[src/rtl/pipeline_ctrl_if.sv]
// Decoder/hazard-control bundle between ID and the pipeline sequencer.
// PIPELINE_CTRL_PERF_EN adds the stall/flush counter outputs.
`ifndef OP_TYPE_NONE
`define OP_TYPE_NONE 2'b00
`endif
`ifndef OP_TYPE_REG
`define OP_TYPE_REG 2'b01
`endif
`ifndef OP_TYPE_IMM
`define OP_TYPE_IMM 2'b10
`endif

interface pipeline_ctrl_if #(
  parameter int REG_W = 5
) ();
  logic             id_valid;
  logic [REG_W-1:0] src1_reg;
  logic [REG_W-1:0] src2_reg;
  logic [REG_W-1:0] dst_reg;
  logic [1:0]       alu_op1_type;
  logic [1:0]       alu_op2_type;
  logic             reg_w_enable;
  logic             is_load;
  logic             is_store;
  logic             is_halt;
  logic             ex_redirect;
  logic             mem_ready;
  logic             if_stall;
  logic             id_stall;
  logic             ex_bubble;
  logic             if_id_flush;
  logic             mem_freeze;
  logic             mem_req;
  logic             halted;
`ifdef PIPELINE_CTRL_PERF_EN
  logic [31:0]      stall_cnt;
  logic [31:0]      flush_cnt;
`endif

  modport master (
    output id_valid, src1_reg, src2_reg, dst_reg,
    output alu_op1_type, alu_op2_type,
    output reg_w_enable, is_load, is_store, is_halt,
    output ex_redirect, mem_ready,
    input  if_stall, id_stall, ex_bubble,
    input  if_id_flush, mem_freeze, mem_req, halted
`ifdef PIPELINE_CTRL_PERF_EN
    , input stall_cnt, flush_cnt
`endif
  );

  modport slave (
    input  id_valid, src1_reg, src2_reg, dst_reg,
    input  alu_op1_type, alu_op2_type,
    input  reg_w_enable, is_load, is_store, is_halt,
    input  ex_redirect, mem_ready,
    output if_stall, id_stall, ex_bubble,
    output if_id_flush, mem_freeze, mem_req, halted
`ifdef PIPELINE_CTRL_PERF_EN
    , output stall_cnt, flush_cnt
`endif
  );
endinterface

[src/rtl/pipeline_ctrl.sv]
// ID->EX->MEM->WB sequencer: scoreboard, stall/bubble/flush and halt drain.
// Optional PIPELINE_CTRL_PERF_EN adds stall_cnt/flush_cnt.
module pipeline_ctrl #(
  parameter int DRAIN_CYCLES = 3,
  parameter int REG_W        = 5
) (
  input logic            clk,
  input logic            rst,
  pipeline_ctrl_if.slave bus
);

  localparam int CW = (DRAIN_CYCLES < 2) ? 1 : $clog2(DRAIN_CYCLES + 1);

  typedef enum logic [1:0] {
    RUN    = 2'd0,
    DRAIN  = 2'd1,
    HALTED = 2'd2
  } state_t;

  typedef struct packed {
    logic             v;
    logic [REG_W-1:0] dst;
    logic             wen;
    logic             ld;
    logic             st;
  } slot_t;

  state_t        state_q, state_d;
  logic [CW-1:0] cnt_q, cnt_d;
  slot_t         ex_q, ex_d;
  slot_t         mem_q, mem_d;

  logic src1_use;
  logic src2_use;
  logic lu;
  logic run;
  logic mem_req;
  logic freeze;
  logic redir;
  logic issue;

  assign src1_use = bus.alu_op1_type == `OP_TYPE_REG;
  assign src2_use = (bus.alu_op2_type == `OP_TYPE_REG)
                  | bus.is_store;

  assign lu = bus.id_valid & ex_q.v & ex_q.ld & ex_q.wen
            & (ex_q.dst != '0)
            & ((src1_use & (bus.src1_reg == ex_q.dst))
             | (src2_use & (bus.src2_reg == ex_q.dst)));

  assign run     = state_q == RUN;
  assign mem_req = mem_q.v & (mem_q.ld | mem_q.st);
  assign freeze  = mem_req & ~bus.mem_ready;
  // Redirects only matter in RUN; once draining nothing younger exists.
  assign redir   = bus.ex_redirect & ~freeze & run;
  assign issue   = run & bus.id_valid & ~freeze
                 & ~lu & ~bus.ex_redirect;

  always_comb begin
    state_d = state_q;
    cnt_d   = cnt_q;
    if (!freeze) begin
      unique case (state_q)
        RUN: begin
          if (issue & bus.is_halt) begin
            state_d = DRAIN;
            cnt_d   = CW'(DRAIN_CYCLES);
          end
        end
        DRAIN: begin
          if (cnt_q == '0) state_d = HALTED;
          else             cnt_d   = cnt_q - 1'b1;
        end
        HALTED: state_d = HALTED;
        default: begin
          state_d = RUN;
          cnt_d   = '0;
        end
      endcase
    end
  end

  always_comb begin
    ex_d  = ex_q;
    mem_d = mem_q;
    if (!freeze) begin
      mem_d = ex_q;
      ex_d  = '0;
      // A halt retires through EX as a bubble.
      if (issue & ~bus.is_halt) begin
        ex_d.v   = 1'b1;
        ex_d.dst = bus.dst_reg;
        ex_d.wen = bus.reg_w_enable & (bus.dst_reg != '0);
        ex_d.ld  = bus.is_load;
        ex_d.st  = bus.is_store;
      end
    end
  end

  always_comb begin
    bus.if_stall    = 1'b0;
    bus.id_stall    = 1'b0;
    bus.ex_bubble   = 1'b0;
    bus.if_id_flush = 1'b0;
    priority case (1'b1)
      freeze: begin
        bus.if_stall = 1'b1;
        bus.id_stall = 1'b1;
      end
      !run: begin
        bus.if_stall  = 1'b1;
        bus.id_stall  = 1'b1;
        bus.ex_bubble = 1'b1;
      end
      redir: begin
        bus.if_id_flush = 1'b1;
        bus.ex_bubble   = 1'b1;
      end
      lu: begin
        bus.if_stall  = 1'b1;
        bus.id_stall  = 1'b1;
        bus.ex_bubble = 1'b1;
      end
      default: begin
        bus.if_stall = 1'b0;
      end
    endcase
  end

  assign bus.mem_freeze = freeze;
  assign bus.mem_req    = mem_req;
  assign bus.halted     = state_q == HALTED;

  always_ff @(posedge clk) begin
    if (rst) begin
      state_q <= RUN;
      cnt_q   <= '0;
      ex_q    <= '0;
      mem_q   <= '0;
    end else begin
      state_q <= state_d;
      cnt_q   <= cnt_d;
      ex_q    <= ex_d;
      mem_q   <= mem_d;
    end
  end

`ifdef PIPELINE_CTRL_PERF_EN
  logic [31:0] stall_cnt_q, stall_cnt_d;
  logic [31:0] flush_cnt_q, flush_cnt_d;
  logic        stall_ev;

  assign stall_ev = ((lu & ~redir) | freeze) & run;

  always_comb begin
    stall_cnt_d = stall_cnt_q;
    flush_cnt_d = flush_cnt_q;
    if (stall_ev)        stall_cnt_d = stall_cnt_q + 32'd1;
    if (bus.if_id_flush) flush_cnt_d = flush_cnt_q + 32'd1;
  end

  always_ff @(posedge clk) begin
    if (rst) begin
      stall_cnt_q <= '0;
      flush_cnt_q <= '0;
    end else begin
      stall_cnt_q <= stall_cnt_d;
      flush_cnt_q <= flush_cnt_d;
    end
  end

  assign bus.stall_cnt = stall_cnt_q;
  assign bus.flush_cnt = flush_cnt_q;
`endif

endmodule
[src/flat_wrapper.sv]
// flat-port wrapper written by rule: the top's interface ports become plain ports
module pipeline_ctrl_flat 
#(
  parameter int DRAIN_CYCLES = 3,
  parameter int REG_W        = 5
)
  (clk, rst, bus_id_valid, bus_src1_reg, bus_src2_reg, bus_dst_reg, bus_alu_op1_type, bus_alu_op2_type, bus_reg_w_enable, bus_is_load, bus_is_store, bus_is_halt, bus_ex_redirect, bus_mem_ready, bus_if_stall, bus_id_stall, bus_ex_bubble, bus_if_id_flush, bus_mem_freeze, bus_mem_req, bus_halted);
  pipeline_ctrl_if #(.REG_W(REG_W)) bus_i ();
  input logic clk;
  input logic rst;
  input wire logic [$bits(bus_i.id_valid)-1:0] bus_id_valid;
  input wire logic [$bits(bus_i.src1_reg)-1:0] bus_src1_reg;
  input wire logic [$bits(bus_i.src2_reg)-1:0] bus_src2_reg;
  input wire logic [$bits(bus_i.dst_reg)-1:0] bus_dst_reg;
  input wire logic [$bits(bus_i.alu_op1_type)-1:0] bus_alu_op1_type;
  input wire logic [$bits(bus_i.alu_op2_type)-1:0] bus_alu_op2_type;
  input wire logic [$bits(bus_i.reg_w_enable)-1:0] bus_reg_w_enable;
  input wire logic [$bits(bus_i.is_load)-1:0] bus_is_load;
  input wire logic [$bits(bus_i.is_store)-1:0] bus_is_store;
  input wire logic [$bits(bus_i.is_halt)-1:0] bus_is_halt;
  input wire logic [$bits(bus_i.ex_redirect)-1:0] bus_ex_redirect;
  input wire logic [$bits(bus_i.mem_ready)-1:0] bus_mem_ready;
  output wire logic [$bits(bus_i.if_stall)-1:0] bus_if_stall;
  output wire logic [$bits(bus_i.id_stall)-1:0] bus_id_stall;
  output wire logic [$bits(bus_i.ex_bubble)-1:0] bus_ex_bubble;
  output wire logic [$bits(bus_i.if_id_flush)-1:0] bus_if_id_flush;
  output wire logic [$bits(bus_i.mem_freeze)-1:0] bus_mem_freeze;
  output wire logic [$bits(bus_i.mem_req)-1:0] bus_mem_req;
  output wire logic [$bits(bus_i.halted)-1:0] bus_halted;
  assign bus_i.id_valid = bus_id_valid;
  assign bus_i.src1_reg = bus_src1_reg;
  assign bus_i.src2_reg = bus_src2_reg;
  assign bus_i.dst_reg = bus_dst_reg;
  assign bus_i.alu_op1_type = bus_alu_op1_type;
  assign bus_i.alu_op2_type = bus_alu_op2_type;
  assign bus_i.reg_w_enable = bus_reg_w_enable;
  assign bus_i.is_load = bus_is_load;
  assign bus_i.is_store = bus_is_store;
  assign bus_i.is_halt = bus_is_halt;
  assign bus_i.ex_redirect = bus_ex_redirect;
  assign bus_i.mem_ready = bus_mem_ready;
  assign bus_if_stall = bus_i.if_stall;
  assign bus_id_stall = bus_i.id_stall;
  assign bus_ex_bubble = bus_i.ex_bubble;
  assign bus_if_id_flush = bus_i.if_id_flush;
  assign bus_mem_freeze = bus_i.mem_freeze;
  assign bus_mem_req = bus_i.mem_req;
  assign bus_halted = bus_i.halted;
  pipeline_ctrl #(.DRAIN_CYCLES(DRAIN_CYCLES), .REG_W(REG_W)) u_core (.clk(clk), .rst(rst), .bus(bus_i));
endmodule
[config.mk]
export PLATFORM = sky130hd
export DESIGN_NAME = pipeline_ctrl_flat
export DESIGN_NICKNAME = d
export VERILOG_FILES = /design/src/rtl/pipeline_ctrl_if.sv /design/src/rtl/pipeline_ctrl.sv /design/src/flat_wrapper.sv
export SDC_FILE = /design/constraint.sdc
export NUM_CORES = 1
export LEC_CHECK = 0
export CAP_MARGIN = 20
export CORE_MARGIN = 1
export CORE_UTILIZATION = 30
export DETAILED_ROUTE_END_ITERATION = 8
export PLACE_DENSITY_LB_ADDON = 0.15
export SKIP_LAST_GASP = 1
export SYNTH_ARGS = -nofsm -noshare
export SYNTH_HDL_FRONTEND = slang
export SYNTH_SLANG_ARGS = --single-unit
[constraint.sdc]
create_clock -name clk -period 3.8 [get_ports clk]
set_input_delay 0.95 -clock clk [delete_from_list [all_inputs] [get_ports clk]]
set_output_delay 0.95 -clock clk [all_outputs]
set_load 0.05 [all_outputs]
==> impl_results.md <==
- Row cnt: 19
- CP Cell Sequence: clkdlybuf4s50_1 -> xnor2_1 -> nand4_1 -> o22ai_1 -> a21oi_1 -> a21oi_1 -> buf_12
- Top post-synthesis cells by area: dfxtp_1 (36%), xnor2_1 (9.7%), ha_1 (6.9%)
- Share of post-route cells with drive strength above 1: 9.559%
- Register area share after synthesis: 35.56%
- Peak VDD IR: 0.2458 mV
- CTS H-Tree Depth: 1
- CP endpoint kind: output port
- Overall via count from detail_route: 828
- Total power: 0.6785 mW
- Top-count cell post-synth: dfxtp_1
- Port Buffer Count: 34
- Vias per cell: 4.958
- Global-route wire length before repair: 3.505 mm
- Max-slew violation count: 0
- Grt ovf: 0
- Cts bufs inserted: 3
- Hold Slack: 0.4594 ns
- Delay-heaviest family, CP: compound AO/OA/AOI/OAI gates
- Cell Area, Synth: 900.9 sq um
- Max clock buf depth: 2
- Post-synth ARST share: 0%
- Failing checks: design-rule violations
- Number of iterations in the first detailed-routing pass: 6
- Clk Latency, worst-skew pair: 0.28 ns
- Chip Height: 56.80 um
- Setup bufs post-CTS: 0
- Total I/O pin count: 35
- Type of the worst min-delay path: reg2reg
- Ant. Diodes: 0
- Most common cell on crit path: a21oi_1
- CP max FO: 4
- Utilization after layout: 47.10%
- WHS Path Cells: 2
- Commonest cells in the netlist: dfxtp_1 (16), xnor2_1 (10), a22o_1 (7), nand2b_1 (7), nor2_1 (7)
- Gr usage total: 13.74%
- Tcrit/Tclk final: 90.45%
- Critical path's slowest cell: clkdlybuf4s50_1
- Die area: 3226 sq um
- Core region area: 2805 sq um
- Largest net degree at the start of global routing: 12
- Setup TNS: 0 ns
- Num Clock Sinks: 16
- Synthesis-to-layout area growth: 46.67%
- CP max stage delay: 0.47 ns
- Vias in the first global route: 842
- CTS tree: built
- Power density over the cells: 513.5 nW/um^2
- Post-route ant nets: 0
- # DRC: 8
- Critical path launch point type: input pin
- Hold-fix buffers at CTS: 0
- Post-synth net total: 134
- Required @ worst endpoint: 2.85 ns
- Synth unique cells: 34
- Synth Warn #: 0
- Biggest area consumer among synthesized cells: dfxtp_1
- Chip width: 56.80 um
- Final hold vios: 0
- Root Buffer: clkbuf_4
- Post_cts resized: 0
- RSZ-0062 raised after global routing: false
- Post-synth EDFFs: 0
- Hold Path Sink: u_core.mem_q[1]$_SDFFE_PP0N_
- Starting Density: 32.11%
- Initial DRC count: 34
- # setup viols final: 0
- Kind of critical path: in2out
- Wire length per cell: 12.98 um
- Reg2Reg Setup Slack: 2.02 ns
- Final Critical Period: 3.437 ns
- Register area: 320.3 sq um
- Nets: 170
- Outcome: finished, violations left
- HPWL Detailed: 1.728 mm
- Crit path buffers/inverters: 2
- Syn_area_per_cell: 8.919 sq um
- Clock-pin slew on the worst setup and hold paths: 0.09 ns
- Max Freq: 290.9 MHz
- Multi-input gate area: 528.0 sq um
- Worst-margin pin slew: 0.6112 ns
- Leakage power: 0.4982 nW
- Cells after synthesis: 101
- Worst flop-to-flop path startpoint: u_core.mem_q[0]$_SDFFE_PP0N_
- Hold path start: u_core.mem_q[1]$_SDFFE_PP0N_
- Yosys top cell area share: 35.56%
- Critical R2R Capture: u_core.cnt_q[0]$_SDFFE_PP0P_
- Worst Reg2Reg Path Length in Cells: 6
- Total of max-cap violations: 0
- Fillers: 279
- Gpl congestion: 0.7683
- Antenna violations before repair: 0
- Most used DFF post-synth: dfxtp_1
- Worst slew margin relative to its limit: 59.10%
- Yosys reg bits: 16
- Final setup skew: 0.002438 ns
- Drt total wl: 2.168 mm
- CP arrival: 2.49 ns
## sequential cells by signal, indices dropped and copies added, names as in the netlist
signal,flops
u_core.cnt_q,2
u_core.ex_q,9
u_core.mem_q,3
u_core.state_q,2
## through the flow
step	instance area, sq um	instances	setup WS, ns
final	1321	167	0.3629
after detailed placement	1285	163	0.3575
after global placement	1285	163	0.3475
after CTS	1321	167	0.3358
after global routing	1321	167	0.1639
after floorplan	900.9	101	0.2780
## tightest hold or removal path, cell delays in order, from the launching register on
cell	delay, ns
dfxtp_1	0.32
nand2_1	0.05
a21oi_1	0.05
## logic make-up after synthesis
kind of cell	Yosys count	synth area share, %
xor+xnor	10	9.722
compound gates	23	18.47
simple gates	35	21.25
fa+ha+maj	5	6.944
buf+inv	10	5.833
flops	16	35.56
mux	2	2.222
## final cells by class
class / count / area share, %
timing repair buffer: 35 / 28.22
multi-input combinational: 75 / 39.96
clock buffer: 4 / 2.746
inverter: 6 / 1.894
tap: 31 / 2.936
sequential: 16 / 24.24
## worst max-delay path by stage
stage                     from             to  slack (ns)  cells past startpoint
3_5_place_dp   bus_src2_reg[2]  bus_ex_bubble        0.36                      7
4_1_cts        bus_src2_reg[2]  bus_ex_bubble        0.34                      7
3_3_place_gp   bus_src2_reg[2]  bus_ex_bubble        0.35                      7
5_1_grt        bus_src2_reg[3]  bus_ex_bubble        0.16                      7
2_1_floorplan  bus_src2_reg[2]   bus_if_stall        0.28                      6
6_report       bus_src2_reg[2]  bus_ex_bubble        0.36                      7
## cells in the final DEF (no fill, tap or decap), types with 2 or more instances in the layout
cell / netlist / final
and3_1: 3 / 3
a21oi_1: 6 / 6
nor2_1: 7 / 7
mux2i_1: 2 / 2
inv_1: 5 / 5
clkbuf_4: 0 / 3
xnor2_1: 10 / 10
nand2b_1: 7 / 7
dfxtp_1: 16 / 16
clkdlybuf4s50_1: 0 / 29
buf_12: 0 / 3
buf_4: 1 / 3
nand2_1: 6 / 6
ha_1: 5 / 5
a22o_1: 7 / 7
nor3_1: 2 / 2
nand4_1: 4 / 4
## where the power goes
part           internal (mW)  switching, mW  leakage [nW]  total, mW
clock                 0.0582         0.0529        0.0210      0.111
combinational          0.182          0.187         0.347      0.369
sequential             0.185         0.0125         0.130      0.198
total                  0.426          0.253         0.498      0.678
## metal layers
layer  track usage [%]  vias up  wire [um]
li1                  -      426          -
met1             16.34      377        976
met2             23.64       23       1032
met3             2.995        2        142
met4             5.923        0         17
met5                 0        -          0
(Power assumes the default switching activity.)
